$ cat src/rtl/alu_share_arb_if.sv
// alu_share_arb_if: request/response bus between two requesters and the shared ALU arbiter
interface alu_share_arb_if;
   logic        a_valid, a_ready, a_rsp_valid;
   logic        b_valid, b_ready, b_rsp_valid;
   logic [2:0]  a_op, b_op;
   logic [31:0] a_in1, a_in2, b_in1, b_in2;
   logic [31:0] rsp_data;
   logic        rsp_zero, rsp_ovf;
   modport master (
      output a_valid, a_op, a_in1, a_in2, b_valid, b_op, b_in1, b_in2,
      input  a_ready, a_rsp_valid, b_ready, b_rsp_valid, rsp_data, rsp_zero, rsp_ovf
   );
   modport slave (
      input  a_valid, a_op, a_in1, a_in2, b_valid, b_op, b_in1, b_in2,
      output a_ready, a_rsp_valid, b_ready, b_rsp_valid, rsp_data, rsp_zero, rsp_ovf
   );
endinterface

$ cat src/rtl/alu_share_arb.sv
// alu_share_arb: round-robin sharing of one 32-bit ALU between requesters A and B, 2-cycle result latency
module alu_share_arb (
   input logic             clk,
   input logic             rst,
   alu_share_arb_if.slave  bus
);
   logic        last_q, last_d;
   logic        grant_a, grant_b;
   logic        s1_v_q, s1_id_q;
   logic [2:0]  s1_op_q;
   logic [31:0] s1_in1_q, s1_in2_q;
   logic        s2_v_q, s2_id_q, zero_q, ovf_q;
   logic [31:0] data_q;
   logic [31:0] add, sub, res;
   logic        ovf;
   // grant the lone requester, or on contention the one not granted last (last_q=1 means B)
   always_comb begin
      grant_a = !rst && bus.a_valid && (!bus.b_valid || last_q);
      grant_b = !rst && bus.b_valid && (!bus.a_valid || !last_q);
      last_d  = grant_a ? 1'b0 : grant_b ? 1'b1 : last_q;
   end
   // shared ALU evaluated on the S1 operands; overflow only meaningful for ADD/SUB
   always_comb begin
      add = s1_in1_q + s1_in2_q;
      sub = s1_in1_q - s1_in2_q;
      res = '0;
      ovf = 1'b0;
      case (s1_op_q)
         3'b000: res = s1_in1_q & s1_in2_q;
         3'b001: res = s1_in1_q | s1_in2_q;
         3'b100: res = s1_in1_q ^ s1_in2_q;
         3'b101: res = ~(s1_in1_q | s1_in2_q);
         3'b010: begin
            res = add;
            ovf = (s1_in1_q[31] == s1_in2_q[31]) && (add[31] != s1_in1_q[31]);
         end
         3'b110: begin
            res = sub;
            ovf = (s1_in1_q[31] != s1_in2_q[31]) && (sub[31] != s1_in1_q[31]);
         end
         3'b111: res = {31'b0, $signed(s1_in1_q) < $signed(s1_in2_q)};
         3'b011: res = s1_in2_q >> s1_in1_q[4:0];
      endcase
   end
   // two-stage pipe: S1 captures the granted op, S2 captures the result; response regs hold when idle
   always_ff @(posedge clk) begin
      if (rst) begin
         last_q <= 1'b1;
         s1_v_q <= 1'b0;
         s2_v_q <= 1'b0;
         data_q <= '0;
         zero_q <= 1'b0;
         ovf_q  <= 1'b0;
      end else begin
         last_q <= last_d;
         s1_v_q <= grant_a || grant_b;
         if (grant_a || grant_b) begin
            s1_id_q  <= grant_b;
            s1_op_q  <= grant_b ? bus.b_op  : bus.a_op;
            s1_in1_q <= grant_b ? bus.b_in1 : bus.a_in1;
            s1_in2_q <= grant_b ? bus.b_in2 : bus.a_in2;
         end
         s2_v_q <= s1_v_q;
         if (s1_v_q) begin
            s2_id_q <= s1_id_q;
            data_q  <= res;
            zero_q  <= res == '0;
            ovf_q   <= ovf;
         end
      end
   end
   assign bus.a_ready     = grant_a;
   assign bus.b_ready     = grant_b;
   assign bus.a_rsp_valid = s2_v_q && !s2_id_q;
   assign bus.b_rsp_valid = s2_v_q && s2_id_q;
   assign bus.rsp_data    = data_q;
   assign bus.rsp_zero    = zero_q;
   assign bus.rsp_ovf     = ovf_q;
endmodule

$ cat src/flat_wrapper.sv
// flat-port wrapper written by rule: the top's interface ports become plain ports
module alu_share_arb_flat 
  (clk, rst, bus_a_valid, bus_a_op, bus_a_in1, bus_a_in2, bus_b_valid, bus_b_op, bus_b_in1, bus_b_in2, bus_a_ready, bus_a_rsp_valid, bus_b_ready, bus_b_rsp_valid, bus_rsp_data, bus_rsp_zero, bus_rsp_ovf);
  alu_share_arb_if bus_i ();
  input logic clk;
  input logic rst;
  input wire logic [$bits(bus_i.a_valid)-1:0] bus_a_valid;
  input wire logic [$bits(bus_i.a_op)-1:0] bus_a_op;
  input wire logic [$bits(bus_i.a_in1)-1:0] bus_a_in1;
  input wire logic [$bits(bus_i.a_in2)-1:0] bus_a_in2;
  input wire logic [$bits(bus_i.b_valid)-1:0] bus_b_valid;
  input wire logic [$bits(bus_i.b_op)-1:0] bus_b_op;
  input wire logic [$bits(bus_i.b_in1)-1:0] bus_b_in1;
  input wire logic [$bits(bus_i.b_in2)-1:0] bus_b_in2;
  output wire logic [$bits(bus_i.a_ready)-1:0] bus_a_ready;
  output wire logic [$bits(bus_i.a_rsp_valid)-1:0] bus_a_rsp_valid;
  output wire logic [$bits(bus_i.b_ready)-1:0] bus_b_ready;
  output wire logic [$bits(bus_i.b_rsp_valid)-1:0] bus_b_rsp_valid;
  output wire logic [$bits(bus_i.rsp_data)-1:0] bus_rsp_data;
  output wire logic [$bits(bus_i.rsp_zero)-1:0] bus_rsp_zero;
  output wire logic [$bits(bus_i.rsp_ovf)-1:0] bus_rsp_ovf;
  assign bus_i.a_valid = bus_a_valid;
  assign bus_i.a_op = bus_a_op;
  assign bus_i.a_in1 = bus_a_in1;
  assign bus_i.a_in2 = bus_a_in2;
  assign bus_i.b_valid = bus_b_valid;
  assign bus_i.b_op = bus_b_op;
  assign bus_i.b_in1 = bus_b_in1;
  assign bus_i.b_in2 = bus_b_in2;
  assign bus_a_ready = bus_i.a_ready;
  assign bus_a_rsp_valid = bus_i.a_rsp_valid;
  assign bus_b_ready = bus_i.b_ready;
  assign bus_b_rsp_valid = bus_i.b_rsp_valid;
  assign bus_rsp_data = bus_i.rsp_data;
  assign bus_rsp_zero = bus_i.rsp_zero;
  assign bus_rsp_ovf = bus_i.rsp_ovf;
  alu_share_arb u_core (.clk(clk), .rst(rst), .bus(bus_i));
endmodule
$ cat config.mk
export PLATFORM = sky130hd
export DESIGN_NAME = alu_share_arb_flat
export DESIGN_NICKNAME = d
export VERILOG_FILES = /design/src/rtl/alu_share_arb_if.sv /design/src/rtl/alu_share_arb.sv /design/src/flat_wrapper.sv
export SDC_FILE = /design/constraint.sdc
export NUM_CORES = 1
export LEC_CHECK = 0
export CELL_PAD_IN_SITES_DETAIL_PLACEMENT = 0
export CELL_PAD_IN_SITES_GLOBAL_PLACEMENT = 2
export CORE_MARGIN = 2
export CORE_UTILIZATION = 42
export CTS_BUF_LIST = sky130_fd_sc_hd__clkbuf_2 sky130_fd_sc_hd__clkbuf_4 sky130_fd_sc_hd__clkbuf_8
export DETAILED_ROUTE_END_ITERATION = 8
export DONT_BUFFER_PORTS = 1
export PLACE_DENSITY = 0.95
export SYNTH_ARGS = -nofsm -noshare
export SYNTH_HDL_FRONTEND = slang
export SYNTH_SLANG_ARGS = --single-unit
$ cat constraint.sdc
create_clock -name clk -period 7.7 [get_ports clk]
set_input_delay 1.155 -clock clk [delete_from_list [all_inputs] [get_ports clk]]
set_output_delay 1.155 -clock clk [all_outputs]
set_load 0.02 [all_outputs]
==> metrics, run 1 <==
status=finished, final reports clean; initial core utilization=42.4%; maximum clock rate=196 MHz; Die ar.=30200 sq um; FILL cells=2927; DRC=0; RSZ-0062 raised after global routing=false; flop2flop setup slack=2610 ps; vias in the first global route=11200; CTS Sinks=106; share of Yosys cell area claimed by the top area cell type=17.1%; Setup crit end kind=flop; reg2reg end=u_core.bus.rsp_zero$_SDFFE_PP0P_; Fin. Hold Viols=0; Final Critical Period=5090 ps; asr flop ratio synth=0%; fin worst setup slack=2610 ps; most frequent cell after synthesis=nand2_1; drt pass-1 iters=5; Worst Path Arrival=5440 ps; Post-Layout Cell Count=1871; number of I/O pins=176; htree depth=3; worst-margin pin slew=1070 ps; area of the multi-input gates=8470 sq um; worst r2r src=u_core.s1_in1_q[3]$_DFFE_PP_; startpoint types=flop; Min-Delay Startpoint=u_core.s1_id_q$_DFFE_PP_; die extent in x=174 um; worst-path maximum fanout=27; maximum vdd drop=76.6 uV; post_cts resized=0; CTS clock-pin slew for the worst setup and hold paths=100 ps; Antenna Cells=0; register area=2810 sq um; antenna violations before repair=0; GRT Total Usage=30.6%; CTS tree=yes; Post-synth top cells=nand2_1 (285), nor2_1 (133), a21oi_1 (117); setup repair bufs after CTS=0; Place WS=2740 ps; clock root buffer master=clkbuf_8; Hold Path Cell Cnt=0; vias=12000; total power=2.00 mW; Post-synth EDFFs=69; Placed Area=12300 sq um; area leader, netlist=edfxtp_1; hold_ws=448 ps; Mean Syn Cell Area=7.79 sq um; Final Cell Area=12500 sq um; Syn Inst Count=1553; final core utilization=43.9%; max-slew violations=0; global placement routability congestion=1.02; Setup TNS=0 ps; Hold Path End=u_core.s2_id_q$_DFFE_PP_; clock tree buffer depth=2; Area growth, synth to finish=3.50%; std cell rows=62; Final ANT Viol Nets=0; Mapped Area=12100 sq um; GRT overflow=0; clock skew=27.8 ps; number of synthesis warnings=0; Vias/cell=6.39; Most used DFF post-synth=edfxtp_1; total CTS buffers=9; core footprint=28500 sq um; pwr/cell area=159 nW/um^2; share of layout cells above drive strength 1=6.86%; DRT iter0 DRCs=1418; flops & latches, synth=106; largest net degree at the start of global routing=70; port bufs=0; worst skew pair latency=420 ps; Reg2Reg Depth=15; post-synthesis sequential area ratio=23.2%; Hold Buf Count CTS=0; fin nets=1724; Chip Height=174 um; first-pass GRT wire length=70200 um; Leak=5.21 nW; top post-synthesis cells by area=edfxtp_1 (17%), ha_1 (11%), nand2_1 (8.8%); syn nets=1795; count of different cell masters after synthesis=91; Final period util=66.1%; WL/cell=25.3 um; worst rel slew slack=28.2%; DRT Wirelength=47200 um; Final Setup Violations=0; Post-DP HPWL=36500 um; Cells after DPL=1855; Max Cap Viol=0; required time of the critical path=8050 ps; Hold WC Path Type=reg2reg; kind of critical path=reg2reg
## per-layer routing
metal,routed length [um],share of wire [%],GRT usage [%]
met3,4610,9.8,5.99
met5,0,0,0
met4,983,2.1,7.49
met2,20100,43,45.5
met1,21500,46,45.3
## cells by family after synthesis
| logic type | Yosys count | synth area share [%] |
|---|---|---|
| AND/OR/NAND/NOR | 573 | 20.9 |
| AO/OA/AOI/OAI | 405 | 22.7 |
| buffers and inverters | 209 | 6.89 |
| flip-flops | 106 | 23.2 |
| adder cells (fa/ha/maj) | 104 | 10.9 |
| multiplexers | 99 | 11.3 |
| XOR/XNOR | 57 | 4.12 |
## flip-flops by register name (all words and copies together) (netlist names)
| register | flops |
|---|---|
| u_core.s2_id_q | 1 |
| u_core.bus.rsp_ovf | 1 |
| u_core.s1_in2_q | 32 |
| u_core.bus.rsp_zero | 1 |
| u_core.s1_v_q | 1 |
| u_core.bus.rsp_data | 32 |
| u_core.s2_v_q | 1 |
| u_core.s1_id_q | 1 |
| u_core.s1_in1_q | 32 |
| u_core.s1_op_q | 3 |
| u_core.last_q | 1 |
## layout make-up
| type | count | area share, % |
|---|---|---|
| well taps | 384 | 3.83 |
| clock inverters | 7 | 0.609 |
| repair buffers | 23 | 1.38 |
| multi-input cells | 1238 | 67.6 |
| inverters | 104 | 3.12 |
| clock buffers | 9 | 0.989 |
| flip-flops and latches | 106 | 22.4 |
## cell usage in the layout, fill, tap and decap left out, types with 6 or more instances in the layout
| master | count |
|---|---|
| a21o_1 | 15 |
| and2_1 | 7 |
| mux2i_1 | 65 |
| xnor2_1 | 39 |
| nand2_1 | 285 |
| ha_1 | 102 |
| edfxtp_1 | 69 |
| o31a_1 | 6 |
| nor2b_1 | 8 |
| o31ai_1 | 18 |
| nor3_1 | 31 |
| o21bai_1 | 12 |
| a31oi_1 | 23 |
| inv_1 | 91 |
| buf_4 | 23 |
| clkbuf_8 | 9 |
| a21oi_1 | 117 |
| dfxtp_1 | 37 |
| inv_2 | 9 |
| nand4_1 | 17 |
| o211ai_1 | 18 |
| a221oi_1 | 19 |
| o22ai_1 | 19 |
| nand3_1 | 25 |
| nand2b_1 | 11 |
| mux4_2 | 30 |
| nor2_1 | 132 |
| a211oi_1 | 17 |
| or3_1 | 6 |
| nor4_1 | 19 |
| xor2_1 | 18 |
| o21ai_0 | 53 |
| o221ai_1 | 13 |
## where the power goes
| part | internal [mW] | total, mW | switching, mW |
|---|---|---|---|
| combinational | 0.310 | 0.887 | 0.578 |
| clock | 0.153 | 0.376 | 0.223 |
| sequential | 0.655 | 0.732 | 0.0767 |
| total | 1.12 | 2.00 | 0.877 |
## worst max path at each step
stage	to	startpoint	depth (start not counted)	slack (ps)
2_1_floorplan	u_core.s1_id_q$_DFFE_PP_	rst	3	2780
3_3_place_gp	u_core.bus.rsp_zero$_SDFFE_PP0P_	u_core.s1_in1_q[3]$_DFFE_PP_	15	2620
3_5_place_dp	u_core.bus.rsp_zero$_SDFFE_PP0P_	u_core.s1_in1_q[2]$_DFFE_PP_	15	2740
4_1_cts	u_core.bus.rsp_zero$_SDFFE_PP0P_	u_core.s1_in1_q[3]$_DFFE_PP_	15	2710
5_1_grt	u_core.bus.rsp_zero$_SDFFE_PP0P_	u_core.s1_in1_q[2]$_DFFE_PP_	15	2350
6_report	u_core.bus.rsp_zero$_SDFFE_PP0P_	u_core.s1_in1_q[3]$_DFFE_PP_	15	2610
## worst max-delay path, stage by stage (launching register included)
cell and delay [ps]:
edfxtp_1 340, buf_4 300, inv_1 390, ha_1 650, nand4_1 210, a21oi_1 310
nor2_1 180, o31ai_1 680, a22oi_1 210, xnor2_1 170, a21oi_1 320, o211ai_1 150
a22o_1 230, or4bb_1 500, nor4b_2 230, a32o_1 150
No activity file was read; power rests on OpenSTA's default activity.
==> run 2, diff against run 1 <==
Settings changed: CORE_UTILIZATION 42 to 39, PLACE_DENSITY 0.95 to 0.91.
Clock period 7.7 ns to 4.7 ns, I/O delays scaled along.
==> metrics, run 2 (synthesis gave the netlist of run 1 again) <==
status=finished, final reports clean; Hold Buf Count CTS=0 (unchanged); number of I/O pins=176 (unchanged); maximum vdd drop=186 uV (+140%); commonest non-fill, non-tap cell in the layout=nand2_1; Leak=5.61 nW (+7.6%); Final Setup Violations=0 (unchanged); clock skew=18.6 ps (-9.17 ps); DRC=0 (unchanged); worst skew pair latency=440 ps (+20 ps); Antenna Cells=0 (unchanged); Clock Power Share=18.1% (-0.8 points); total CTS buffers=9 (unchanged); startpoint types=flop; std cell rows=64 (+3.2%); Vias/cell=6.23 (-2.5%); fin nets=1805 (+4.7%); RSZ-0062 raised after global routing=false; Setup crit end kind=flop; max-slew violations=0 (unchanged); antenna violations before repair=0 (unchanged); die extent in x=180 um (+3.7%); hold_ws=320 ps (-128 ps); DRT iter0 DRCs=1258 (-11%); Switch Pwr=1.48 mW (+68%); Chip Height=180 um (+3.7%); GRT overflow=0 (unchanged); required time of the critical path=5090 ps (-2960 ps); htree depth=3 (unchanged); vias=12200 (+2.3%); DRT Wirelength=50900 um (+7.6%); worst rel slew slack=35.2% (+7.0 points); Final ANT Viol Nets=0 (unchanged); maximum clock rate=221 MHz (+12%); Hold WC Path Type=in2reg; clock tree buffer depth=2 (unchanged); Die ar.=32500 sq um (+7.5%); FILL cells=3152 (+7.7%); worst-margin pin slew=945 ps (-129 ps); GRT Total Usage=30.8% (+0.26 points); first-pass GRT wire length=75200 um (+7.1%); most frequent cells in the layout=nand2_1 (285), nor2_1 (130), a21oi_1 (117); Area growth, synth to finish=8.93%; Worst Path Arrival=4930 ps (-510 ps); global placement routability congestion=1.01 (-0.40%); core footprint=30600 sq um (+7.2%); sw frac=43.4% (-0.53 points); Post-DP HPWL=40700 um (+11%); Power Internal=1.92 mW (+72%); Final Critical Period=4530 ps (-559 ps); share of layout cells above drive strength 1=12.0% (+5.1 points); Setup TNS=0 ps (unchanged); Max Cap Viol=0 (unchanged); Logic pwr share=47.2% (+2.7 points); CTS Sinks=106 (unchanged); total power=3.40 mW (+70%); CTS tree=yes; Fin. Hold Viols=0 (unchanged); kind of critical path=reg2reg; CTS clock-pin slew for the worst setup and hold paths=110 ps (about the same); Seq pwr share=34.7% (-2.0 points); pwr/cell area=258 nW/um^2 (+62%); largest net degree at the start of global routing=68 (-2.9%); Final period util=96.5% (+30 points); worst-path maximum fanout=16 (-41%); WL/cell=25.9 um (+2.5%); drt pass-1 iters=6 (+1); clock root buffer master=clkbuf_8; initial core utilization=39.6% (-2.8 points); port bufs=0 (unchanged); vias in the first global route=11600 (+3.7%)
run 2: cell count changes in the layout (fill, tap and decap cells not counted), moves of 2 or more:
cell,previous run,this run
buf_4,23,103
clkinv_4,2,0
ha_1,102,100
ha_2,0,2
nor2_1,132,130
nor2_2,0,2
run 2: worst paths after layout:
kind | startpoint | endpoint | slack, ps | cells after the start
worst max-delay path | u_core.s1_in2_q[12]$_DFFE_PP_ | u_core.bus.rsp_zero$_SDFFE_PP0P_ | 170 | 14
worst min-delay path | rst | u_core.bus.rsp_data[13]$_SDFFE_PP0P_ | 320 | 1
worst max register to register | u_core.s1_in2_q[12]$_DFFE_PP_ | u_core.bus.rsp_zero$_SDFFE_PP0P_ | 170 | 14
worst min register to register | u_core.last_q$_SDFFE_PP1N_ | u_core.last_q$_SDFFE_PP1N_ | 510 | 2
run 2: worst max-delay path, stage by stage, from the launching register on:
cell and delay, ps:
edfxtp_1 450, inv_1 100, ha_1 660, nand2_1 160, nor3_1 340, o31ai_1 190, o211ai_1 220, o22ai_1 230
o311ai_1 280, o41ai_1 130, a2111oi_1 550, o22ai_1 240, or4bb_1 540, nor4b_2 230, a32o_1 150
run 2: timing repair:
| action | in CTS | in global routing |
|---|---|---|
| endpoints found under the hold margin | 0 | 0 |
| setup buffers | 0 | 2 |
| setup endpoints to repair | 0 | 1 |
| gates resized for setup | 0 | 3 |
run 2: metrics by stage:
stage          setup slack, ps  cells  util, %  cell area [sq um]
6_report                   166   1964     43.1              13200
4_1_cts                    111   1962     43.0              13200
2_1_floorplan              228   1553        -              12100
3_5_place_dp               143   1946     42.4              13000
5_1_grt                   11.5   1964     43.1              13200
3_3_place_gp               294   1946     42.4              13000
run 2: final cells by class:
cell class / count / area [sq um] / area share (%)
repair buffers: 104 / 793 / 6.02
clock inverters: 6 / 71.3 / 0.541
flip-flops and latches: 106 / 2810 / 21.3
well taps: 396 / 495 / 3.76
inverters: 104 / 390 / 2.96
multi-input cells: 1238 / 8490 / 64.4
clock buffers: 10 / 131 / 0.996
run 2: power groups by stage:
stage	registers [mW]	logic [mW]	clock network, mW
finish	1.18	1.60	0.616
detailed placement	1.20	1.55	0
CTS	1.18	1.56	0.644
global placement	1.20	1.56	0
global route	1.19	1.72	0.670
floorplan	1.17	1.02	0
run 2: routing by layer:
metal	wire length (um)	global-route usage [%]	up-vias	part of all wire [%]
met3	5060	7.22	66	10
met5	99	2.37	-	0.19
li1	-	-	5623	-
met2	21200	44.7	667	42
met1	23200	45.1	5875	46
met4	1250	8.87	2	2.5
